===== config.mk =====
export PLATFORM = sky130hd
export DESIGN_NAME = seq_tracker_flat
export DESIGN_NICKNAME = d
export VERILOG_FILES = /design/src/rtl/seq_pkg.sv /design/src/rtl/seq_tracker_if.sv /design/src/rtl/seq_match_rom.sv /design/src/rtl/seq_tracker.sv /design/src/flat_wrapper.sv
export SDC_FILE = /design/constraint.sdc
export NUM_CORES = 1
export LEC_CHECK = 0
export ABC_AREA = 1
export CORE_MARGIN = 5
export CORE_UTILIZATION = 40
export DETAILED_ROUTE_END_ITERATION = 10
export GPL_TIMING_DRIVEN = 0
export PLACE_DENSITY = 0.66
export SLEW_MARGIN = 20
export SYNTH_ARGS = -nofsm -noshare
export SYNTH_HDL_FRONTEND = slang
export SYNTH_HIERARCHICAL = 1
export SYNTH_SLANG_ARGS = --single-unit

===== constraint.sdc =====
create_clock -name clk -period 4.7 [get_ports clk]
set_clock_uncertainty 0.05 [all_clocks]
set_input_delay 0.705 -clock clk [delete_from_list [all_inputs] [get_ports clk]]
set_output_delay 0.705 -clock clk [all_outputs]
set_load 0.02 [all_outputs]

===== src/rtl/seq_pkg.sv =====
// Shared definitions for the 8-step sequence counter and its receive-side tracker.
// Holds the cycle constant, tracker state encoding and small mask helpers.
package seq_pkg;

   localparam int unsigned SEQ_LEN = 8;

   // Entry i lives in bits [3*i +: 3]; cycle is 2,3,5,2,0,3,4,6.
   localparam logic [3*SEQ_LEN-1:0] SEQ = {3'd6, 3'd4, 3'd3, 3'd0, 3'd2, 3'd5, 3'd3, 3'd2};

   typedef enum logic {
      StHunt   = 1'b0,
      StLocked = 1'b1
   } state_e;

   function automatic logic [2:0] seq_at(input logic [2:0] idx);
      logic [3*SEQ_LEN-1:0] shifted;
      shifted = SEQ >> ({2'b00, idx} * 5'd3);
      return shifted[2:0];
   endfunction

   function automatic logic is_one_hot(input logic [SEQ_LEN-1:0] mask);
      return (mask != '0) && ((mask & (mask - 8'd1)) == '0);
   endfunction

   function automatic logic [2:0] one_hot_index(input logic [SEQ_LEN-1:0] mask);
      logic [2:0] idx;
      idx = 3'd0;
      for (int i = 0; i < SEQ_LEN; i++) begin
         if (mask[i]) idx = i[2:0];
      end
      return idx;
   endfunction

endpackage


===== src/rtl/seq_tracker_if.sv =====
// Sample stream in, lock/error status out, for the sequence tracker.
interface seq_tracker_if #(
   parameter int unsigned CNT_W = 16
);
   logic             in_valid;
   logic [2:0]       in_data;
   logic             clr_err;
   logic             locked;
   logic [2:0]       index;
   logic [2:0]       expected;
   logic             mismatch;
   logic [CNT_W-1:0] err_count;

   modport master (
      output in_valid, in_data, clr_err,
      input  locked, index, expected, mismatch, err_count
   );

   modport slave (
      input  in_valid, in_data, clr_err,
      output locked, index, expected, mismatch, err_count
   );
endinterface


===== src/rtl/seq_match_rom.sv =====
// Value to position mask: bit i is set when SEQ[i] equals the value.
module seq_match_rom
   import seq_pkg::*;
(
   input  logic [2:0]         value_i,
   output logic [SEQ_LEN-1:0] mask_o
);

   always_comb begin
      mask_o = '0;
      for (int i = 0; i < SEQ_LEN; i++) begin
         mask_o[i] = (seq_at(i[2:0]) == value_i);
      end
   end

endmodule


===== src/rtl/seq_tracker.sv =====
// Locks onto the position of a 2,3,5,2,0,3,4,6 counter stream, then flywheels the
// index and reports mismatches with a saturating error count.
module seq_tracker
   import seq_pkg::*;
#(
   parameter int unsigned ERR_LIMIT = 2,
   parameter int unsigned CNT_W     = 16
) (
   input logic          clk,
   input logic          rst,
   seq_tracker_if.slave bus
);

   state_e               state_q, state_d;
   logic [SEQ_LEN-1:0]   cand_q, cand_d;
   logic [2:0]           index_q, index_d;
   logic [2:0]           miss_q, miss_d;
   logic                 mismatch_q, mismatch_d;
   logic [CNT_W-1:0]     err_q, err_d;

   logic [SEQ_LEN-1:0]   match_mask;
   logic [SEQ_LEN-1:0]   restart_mask;
   logic [SEQ_LEN-1:0]   hunt_next;
   logic [2:0]           exp_val;

   seq_match_rom u_match_rom (
      .value_i (bus.in_data),
      .mask_o  (match_mask)
   );

   assign restart_mask = (match_mask == '0) ? '1 : match_mask;
   assign exp_val      = seq_at(index_q + 3'd1);

   always_comb begin
      // Advance every surviving candidate one step; fall back to a fresh search.
      hunt_next = {cand_q[SEQ_LEN-2:0], cand_q[SEQ_LEN-1]} & match_mask;
      if (hunt_next == '0) hunt_next = restart_mask;

      state_d    = state_q;
      cand_d     = cand_q;
      index_d    = index_q;
      miss_d     = miss_q;
      mismatch_d = 1'b0;
      err_d      = err_q;

      if (bus.in_valid) begin
         unique case (state_q)
            StHunt: begin
               if (is_one_hot(hunt_next)) begin
                  state_d = StLocked;
                  index_d = one_hot_index(hunt_next);
                  miss_d  = 3'd0;
               end else begin
                  cand_d = hunt_next;
               end
            end
            StLocked: begin
               index_d = index_q + 3'd1;
               if (bus.in_data == exp_val) begin
                  miss_d = 3'd0;
               end else begin
                  mismatch_d = 1'b1;
                  miss_d     = miss_q + 3'd1;
                  if (err_q != '1) err_d = err_q + 1'b1;
                  if (32'(miss_d) == ERR_LIMIT) begin
                     state_d = StHunt;
                     cand_d  = restart_mask;
                     index_d = 3'd0;
                  end
               end
            end
            default: ;
         endcase
      end

      if (bus.clr_err) err_d = '0;
   end

   always_ff @(posedge clk or posedge rst) begin
      if (rst) begin
         state_q    <= StHunt;
         cand_q     <= '1;
         index_q    <= 3'd0;
         miss_q     <= 3'd0;
         mismatch_q <= 1'b0;
         err_q      <= '0;
      end else begin
         state_q    <= state_d;
         cand_q     <= cand_d;
         index_q    <= index_d;
         miss_q     <= miss_d;
         mismatch_q <= mismatch_d;
         err_q      <= err_d;
      end
   end

   assign bus.locked    = (state_q == StLocked);
   assign bus.index     = index_q;
   assign bus.expected  = (state_q == StLocked) ? exp_val : 3'd0;
   assign bus.mismatch  = mismatch_q;
   assign bus.err_count = err_q;

endmodule


===== src/flat_wrapper.sv =====
// flat-port wrapper written by rule: the top's interface ports become plain ports
module seq_tracker_flat import seq_pkg::*;
#(
   parameter int unsigned ERR_LIMIT = 2,
   parameter int unsigned CNT_W     = 16
)
  (clk, rst, bus_in_valid, bus_in_data, bus_clr_err, bus_locked, bus_index, bus_expected, bus_mismatch, bus_err_count);
  seq_tracker_if #(.CNT_W(CNT_W)) bus_i ();
  input logic clk;
  input logic rst;
  input wire logic [$bits(bus_i.in_valid)-1:0] bus_in_valid;
  input wire logic [$bits(bus_i.in_data)-1:0] bus_in_data;
  input wire logic [$bits(bus_i.clr_err)-1:0] bus_clr_err;
  output wire logic [$bits(bus_i.locked)-1:0] bus_locked;
  output wire logic [$bits(bus_i.index)-1:0] bus_index;
  output wire logic [$bits(bus_i.expected)-1:0] bus_expected;
  output wire logic [$bits(bus_i.mismatch)-1:0] bus_mismatch;
  output wire logic [$bits(bus_i.err_count)-1:0] bus_err_count;
  assign bus_i.in_valid = bus_in_valid;
  assign bus_i.in_data = bus_in_data;
  assign bus_i.clr_err = bus_clr_err;
  assign bus_locked = bus_i.locked;
  assign bus_index = bus_i.index;
  assign bus_expected = bus_i.expected;
  assign bus_mismatch = bus_i.mismatch;
  assign bus_err_count = bus_i.err_count;
  seq_tracker #(.ERR_LIMIT(ERR_LIMIT), .CNT_W(CNT_W)) u_core (.clk(clk), .rst(rst), .bus(bus_i));
endmodule

# Word-level counts from Yosys, hierarchy flattened
# Index checks and enable logic that the tools add are counted.
word_totals:
  inputBits: 7
  regBits: 32
  wordCells: 73
op_classes:
  eq_ne: 13
  n_shift: 1
  mul: 1
  mux: 33
  reduce_logical: 12
  addsub: 4
  bitwise: 3
op_table:
  columns: ["cell", "n"]
  rows:
  - ["$mux W16", 5]
  - ["$mux W8", 5]
  - ["$mux W3", 10]
  - ["$logic_not A8 Y1", 3]
  - ["$shr A24 B5 Y3 const A", 1]
  - ["$add A16 B1 Y16 const B", 1]
  - ["$and A8 B8 Y8", 2]
  - ["$ne A16 B16 Y1 const B", 1]
  - ["$pmux W8 S2", 1]
  - ["$pmux W3 S2", 2]
  - ["$eq A3 B3 Y1 const A", 3]
  - ["$ne A2 B2 Y1 const B", 4]
  - ["$reduce_and A4 Y1", 2]
  - ["$reduce_bool A8 Y1", 1]
  - ["$sub A8 B1 Y8 const B", 1]
  - ["$mux W1", 7]
  - ["$add A3 B1 Y3 const B", 2]
  - ["$eq A2 B3 Y1 const A", 2]
  - ["$reduce_bool A2 Y1", 3]
  - ["$mul A3 B2 Y5 const B", 1]
  - ["$mux W2", 2]
  - ["$eq A3 B2 Y1 const B", 1]
  - ["$eq A3 B3 Y1", 1]
  - ["$logic_not A3 Y1", 1]
  - ["5 further kinds", 5]

# Logic depth before layout (Yosys ltp)
logic_depth:
  word_depth: 13
  mapped_depth: 20
  mapped_depth_nobuf: 19

# By module
# The synthesis kept the hierarchy.
by_module_without_submodules:
  columns: ["mod", "n_inst", "area_each_um2", "seq_area_each_um2", "cells_each"]
  rows:
  - ["seq_tracker", 1, 2472.4, 810.8, 355]
  - ["seq_match_rom", 1, 63.8, 0.0, 15]

# Least setup slack after synthesis
# Ideal clock, no wire load.
synth_timing:
  path_type: "in2reg"
  startpoint: "input port bus_in_data[2]"
  endpoint: "register u_core.index_q[0] (netlist: u_core/bus.index[0])"
  required_time_ns: 4.532
  setup_time_ns: 0.118
  n_path_buf: 1
  arrival_time_ns: 2.240
  stages: 16
  path_slack_ns: 2.292
  path_cell_list: "inv_1 -> nand2_1 -> nor2_1 -> buf_4 -> nor2_1 -> nand2_1 -> nor2_2 -> or2_1 -> nand2_2 -> nand2_1 -> o21bai_2 -> nand2_2 -> nor2_4 -> nand3_1 -> nand3_1 -> nand2_1"
synth_via:
  elab_chain_len: 13
  word_cells_on_any_way: 29
  classes_between: "1 x add/sub; 7 x eq/ne; 12 x mux; 2 x bitwise; 7 x reduce/logical"
synth_rtl:
  columns: ["element", "line", "text"]
  rows:
  - ["start: declaration", "flat_wrapper.sv:12", "input wire logic [$bits(bus_i.in_data)-1:0] bus_in_data;"]
  - ["$eq A2 B3 Y1 *", "seq_match_rom.sv:12", "mask_o[i] = (seq_at(i[2:0]) == value_i);"]
  - ["net u_core.match_mask[0]", "seq_tracker.sv:21", "logic [SEQ_LEN-1:0] match_mask;"]
  - ["$logic_not A8 Y1 / $and A8 B8 Y8 (equally long branches)", "seq_tracker.sv:31, seq_tracker.sv:36", null]
  - ["$mux W8 / $logic_not A8 Y1 (equally long branches)", "seq_tracker.sv:31, seq_tracker.sv:37", null]
  - ["$mux W8 *", "seq_tracker.sv:37", "if (hunt_next == '0) hunt_next = restart_mask;"]
  - ["parallel branches: the longest is 9 deep, another holds $sub A8 B1 Y8", null, null]
  - ["end signal: assignment", "seq_tracker.sv:90", "index_q <= index_d;"]
  - ["end: declaration", "seq_tracker.sv:16", "logic [2:0] index_q, index_d;"]
# Mark *: on every way through the listed nets, which the timed path passes. The select of a mux whose other input is x is not followed.
# A chain may end at the register's enable or synchronous reset.

# Worst setup path after layout
layout_timing:
  startpoint: "input port bus_in_data[2]"
  endpoint: "register u_core.miss_q[0]"
layout_via:
  elab_chain_len: 10
  word_cells_on_any_way: 21
  classes_between: "1 x add/sub; 7 x eq/ne; 4 x mux; 2 x bitwise; 7 x reduce/logical"
layout_rtl:
  columns: ["element", "line", "text"]
  rows:
  - ["$eq A2 B3 Y1 *", "seq_match_rom.sv:12", null]
  - ["net u_core.match_mask[0]", "seq_tracker.sv:21", null]
  - ["$logic_not A8 Y1 / $and A8 B8 Y8 (equally long branches)", "seq_tracker.sv:31, seq_tracker.sv:36", null]
  - ["$mux W8 / $logic_not A8 Y1 (equally long branches)", "seq_tracker.sv:31, seq_tracker.sv:37", null]
  - ["$mux W8 *", "seq_tracker.sv:37", null]
  - ["$sub A8 B1 Y8", "seq_pkg.sv:22", "return (mask != '0) && ((mask & (mask - 8'd1)) == '0);"]
  - ["$and A8 B8 Y8", "seq_pkg.sv:22", null]
  - ["$logic_not A8 Y1", "seq_pkg.sv:22", null]
  - ["$logic_and A1 B1 Y1 *", "seq_pkg.sv:22", null]
  - ["$ne A2 B1 Y1 (no source line) *", null, null]
  - ["$reduce_and A2 Y1 (no source line) *", null, null]
  - ["end signal: assignment", "seq_tracker.sv:91", "miss_q <= miss_d;"]
  - ["end: declaration", "seq_tracker.sv:17", "logic [2:0] miss_q, miss_d;"]
# Mark *: on every way through the listed nets, which the timed path passes. The rest lies on a longest branch.

==> impl_metrics.prom <==
# TYPE chip_impl_metric gauge
chip_impl_info{name="run_status",value="finished clean"} 1
chip_impl_metric{name="p_leak",unit="µW"} 0.00148
chip_impl_metric{name="grt_first_pass_wirelength",unit="µm"} 9740
chip_impl_metric{name="chipHeight",unit="µm"} 89.6
chip_impl_metric{name="tritoncts_buffer_count",unit=""} 5
chip_impl_metric{name="grt_max_degree",unit=""} 33
chip_impl_info{name="worst_path_dominant_cell_family",value="simple AND/OR/NAND/NOR gates"} 1
chip_impl_metric{name="dpl-instance-area",unit="µm²"} 2930
chip_impl_metric{name="worst_tran_pin_value",unit="ns"} 0.656
chip_impl_metric{name="cts_hold_buffers",unit=""} 0
chip_impl_metric{name="insertion_delay",unit="ns"} 0.28
chip_impl_metric{name="path_clk_slew",unit="ns"} 0.06
chip_impl_info{name="synthTopCellsByArea",value="dfrtp_1 24%, nand2_1 16%, dfstp_2 8.3%"} 1
chip_impl_metric{name="fraction_of_the_yosys_area_taken_by_sequential_cells",unit="%"} 32.0
chip_impl_metric{name="crit_path_max_incr_delay",unit="ns"} 0.48
chip_impl_metric{name="via_count",unit=""} 2387
chip_impl_metric{name="remaining_drc_errors",unit=""} 0
chip_impl_metric{name="cts_post_setup_buffers_inserted",unit=""} 0
chip_impl_metric{name="layout.nets",unit=""} 421
chip_impl_info{name="hp-class",value="reg -> reg"} 1
chip_impl_metric{name="timing.fmax",unit="MHz"} 329
chip_impl_metric{name="synth-seq-cells",unit=""} 32
chip_impl_metric{name="routed_wire_length_per_instance",unit="µm"} 11.8
chip_impl_metric{name="slew_headroom",unit="%"} 56.2
chip_impl_metric{name="finalCritPeriodShare",unit="%"} 64.8
chip_impl_metric{name="cp_num_buf_inv",unit=""} 3
chip_impl_metric{name="diodes",unit=""} 0
chip_impl_metric{name="ctsResizeCount",unit=""} 0
chip_impl_info{name="grt_setup_unrepaired",value="no"} 1
chip_impl_metric{name="final_critical_path_required_period",unit="ns"} 3.04
chip_impl_metric{name="syn_area_per_cell",unit="µm²"} 6.85
chip_impl_metric{name="routabilityCongestion",unit=""} 0.869
chip_impl_metric{name="area_of_the_multi_input_gates",unit="µm²"} 1480
chip_impl_metric{name="pre_cts_ws",unit="ns"} 1.37
chip_impl_metric{name="detail_route.first_pass.iterations",unit=""} 4
chip_impl_metric{name="power-per-cell-area",unit="nW/µm²"} 467
chip_impl_metric{name="fp.coreArea",unit="µm²"} 6240
chip_impl_metric{name="number_of_antenna_violations_at_the_first_check_in_global_routing",unit=""} 0
chip_impl_metric{name="fillerInstances",unit=""} 627
chip_impl_info{name="critical_path_cell_by_cell",value="clkdlybuf4s50_1, inv_1, nand2_1, nor2_1, buf_4, nand2_1, nand2_1, nor2_1, nand2_4, nand2_1, nand2_1, nand2_2, nor2_2, nand3_1, nand2_2, nand3_1, nand3_1, nand2_1"} 1
chip_impl_metric{name="synthCells",unit=""} 370
chip_impl_metric{name="syn_nets",unit=""} 384
chip_impl_metric{name="number_of_placement_rows",unit=""} 29
chip_impl_metric{name="avgViaCountPerCell",unit=""} 4.92
chip_impl_metric{name="grtUsageTotal",unit="%"} 15.3
chip_impl_metric{name="maxCapViolCount",unit=""} 0
chip_impl_metric{name="synth_cell_type_count",unit=""} 33
chip_impl_metric{name="final_critical_path_setup_slack",unit="ns"} 1.66
chip_impl_metric{name="synth.top_cell.area_share",unit="%"} 23.7
chip_impl_metric{name="p_total",unit="µW"} 1420
chip_impl_metric{name="top_level_ports",unit=""} 31
chip_impl_metric{name="crit_path_max_fanout",unit=""} 9
chip_impl_metric{name="post_route_cells_drive_above_1_share",unit="%"} 14.7
chip_impl_metric{name="synthToLayoutAreaGrowth",unit="%"} 19.6
chip_impl_metric{name="h-tree-depth",unit=""} 2
chip_impl_info{name="timing.critical_path.from_type",value="primary input"} 1
chip_impl_metric{name="drv_slew",unit=""} 0
chip_impl_metric{name="via_count_of_the_first_global_routing_pass",unit=""} 2288
chip_impl_metric{name="cts-root-to-sink-buffers",unit=""} 2
chip_impl_metric{name="ir_drop",unit="mV"} 0.342
chip_impl_info{name="tritoncts_clock_tree",value="yes"} 1
chip_impl_metric{name="synthesis.yosys.warnings",unit=""} 6
chip_impl_metric{name="wl",unit="µm"} 5700
chip_impl_info{name="critical_path.endpoint_type",value="flop"} 1
chip_impl_info{name="cts-root-buf",value="clkbuf_8"} 1
chip_impl_metric{name="worst-endpoint-required",unit="ns"} 4.81
chip_impl_metric{name="dp_hpwl",unit="µm"} 4370
chip_impl_metric{name="globalRouteOverflowTotal",unit=""} 0
chip_impl_info{name="crit_path_frequent_cell",value="nand2_1"} 1
chip_impl_metric{name="drtIter0Drc",unit=""} 112
chip_impl_metric{name="timing.final.setup_violations",unit=""} 0
chip_impl_metric{name="worst_ep_arrival_time",unit="ns"} 3.16
chip_impl_metric{name="initial_core_util",unit="%"} 40.6
chip_impl_metric{name="post_route_cell_area",unit="µm²"} 3030
chip_impl_metric{name="timing.final.hold_violations",unit=""} 0
chip_impl_info{name="critPathKind",value="in -> reg"} 1
chip_impl_metric{name="fin_setup_tns",unit="ns"} 0
chip_impl_metric{name="final-seq-area",unit="µm²"} 811
chip_impl_info{name="synthDominantAreaCellType",value="dfrtp_1"} 1
chip_impl_metric{name="clock-sinks",unit=""} 32
chip_impl_metric{name="fp.dieArea",unit="µm²"} 8030
chip_impl_metric{name="floorplan.die.width",unit="µm"} 89.6
chip_impl_metric{name="port_buffers",unit=""} 30
chip_impl_metric{name="antenna_violating_nets_post_route",unit=""} 0
chip_impl_info{name="cp_slowest_cell",value="clkdlybuf4s50_1"} 1
chip_impl_metric{name="netlist_area",unit="µm²"} 2540
flip-flops by register name, summed over array words and instances (netlist names):
register and flops:
u_core/bus.err_count 16, u_core/bus.index 3, u_core/bus.locked 1, u_core/bus.mismatch 1
u_core/cand_q 8, u_core/miss_q 3
worst reg2reg max path, delay by kind of cell (launching register included):
family	cells	cell delay (ns)
buf+inv	3	0.29
fa+ha+maj	1	0.24
simple gates	8	0.76
flops	1	0.45
xor+xnor	1	0.18
compound gates	2	0.12
cells in the final DEF, fill, tap and decap left out:
| master | count |
|---|---|
| a21oi_2 | 1 |
| nand2_4 | 4 |
| o21bai_2 | 1 |
| nand3_2 | 1 |
| nor2_1 | 38 |
| o21ai_2 | 9 |
| clkbuf_8 | 7 |
| xnor2_1 | 2 |
| o21ai_1 | 2 |
| buf_6 | 2 |
| nand3_1 | 40 |
| clkdlybuf4s50_1 | 30 |
| inv_2 | 6 |
| ha_1 | 7 |
| nor4_1 | 1 |
| nand2_2 | 11 |
| a21boi_4 | 1 |
| or2_1 | 2 |
| a21oi_1 | 3 |
| nor3b_1 | 1 |
| xor2_1 | 15 |
| nor2_4 | 1 |
| clkbuf_1 | 5 |
| nand2_1 | 109 |
| nand4_1 | 3 |
| buf_4 | 2 |
| nor3_2 | 1 |
| o21ai_0 | 14 |
| nor2_2 | 3 |
| dfstp_2 | 8 |
| nand3_4 | 2 |
| dfrtp_1 | 24 |
| nor3_1 | 6 |
| and2_1 | 1 |
| inv_1 | 45 |
cell usage after synthesis:
| cell | n |
|---|---|
| nand2_1 | 109 |
| inv_1 | 46 |
| nand3_1 | 40 |
| nor2_1 | 38 |
| dfrtp_1 | 24 |
| xor2_1 | 15 |
| o21ai_0 | 14 |
| nand2_2 | 11 |
| o21ai_2 | 9 |
| dfstp_2 | 8 |
| ha_1 | 7 |
| nor3_1 | 6 |
| inv_2 | 5 |
| clkbuf_1 | 4 |
| nand2_4 | 4 |
| a21oi_1 | 3 |
| nand4_1 | 3 |
| nor2_2 | 3 |
| buf_4 | 2 |
| buf_6 | 2 |
| nand3_4 | 2 |
| o21ai_1 | 2 |
| or2_1 | 2 |
| xnor2_1 | 2 |
| a21boi_4 | 1 |
| a21oi_2 | 1 |
| and2_1 | 1 |
| nand3_2 | 1 |
| nor2_4 | 1 |
| nor3_2 | 1 |
| nor3b_1 | 1 |
| nor4_1 | 1 |
| o21bai_2 | 1 |
area by class of cell:
| cell class | instances | share of cell area (%) |
|---|---|---|
| repair buffers | 30 | 9.90 |
| inverters | 51 | 6.31 |
| clock buffers | 8 | 3.30 |
| flip-flops and latches | 32 | 26.7 |
| plain buffers | 8 | 1.73 |
| well taps | 77 | 3.18 |
| multi-input cells | 279 | 48.8 |
through the flow:
step           cells  hold slack (ns)  util (%)
2_1_floorplan    370            0.393         -
3_3_place_gp     477            0.404      47.0
3_5_place_dp     477            0.411      47.0
4_1_cts          485            0.422      48.6
5_1_grt          485            0.444      48.6
6_report         485            0.416      48.6
final timing paths:
path	startpoint	end	slack, ns	cells after the start
setup / recovery	bus_in_data[2]	u_core/miss_q[0]	1.66	18
hold / removal	u_core/cand_q[3]	u_core/cand_q[3]	0.42	2
setup reg to reg	u_core/bus.index[0]	u_core/bus.err_count[4]	2.49	15
hold reg to reg	u_core/cand_q[3]	u_core/cand_q[3]	0.42	2
max in group asynchronous	rst	u_core/bus.err_count[0]	3.39	2
min in group asynchronous	rst	u_core/bus.mismatch	0.79	2
cells by family (layout without fill, tap and decap cells):
| group | after synthesis | count (layout) | share of synthesized area, % |
|---|---|---|---|
| and+or+nand+nor | 224 | 224 | 40.7 |
| buffers and inverters | 59 | 97 | 9.62 |
| DFF | 32 | 32 | 32.0 |
| AOI/OAI and AO/OA | 31 | 31 | 8.39 |
| xor gates and xnor gates | 17 | 17 | 5.87 |
| adders and majority gates | 7 | 7 | 3.45 |
power by group:
part | switching [µW] | internal [µW] | leakage, µW | total [µW]
clock | 96.3 | 134 | 0.0000515 | 230
sequential | 61.3 | 365 | 0.000406 | 426
combinational | 475 | 286 | 0.00102 | 760
layer usage:
layer | vias to the layer above | global-route usage [%] | part of all wire, %
li1 | 1230 | - | -
met1 | 1098 | 18.2 | 45
met2 | 53 | 27.6 | 49
met3 | 6 | 3.19 | 4.7
met4 | 0 | 4.74 | 1.1
met5 | - | 0 | 0
Power figures use the tool's default switching activity.
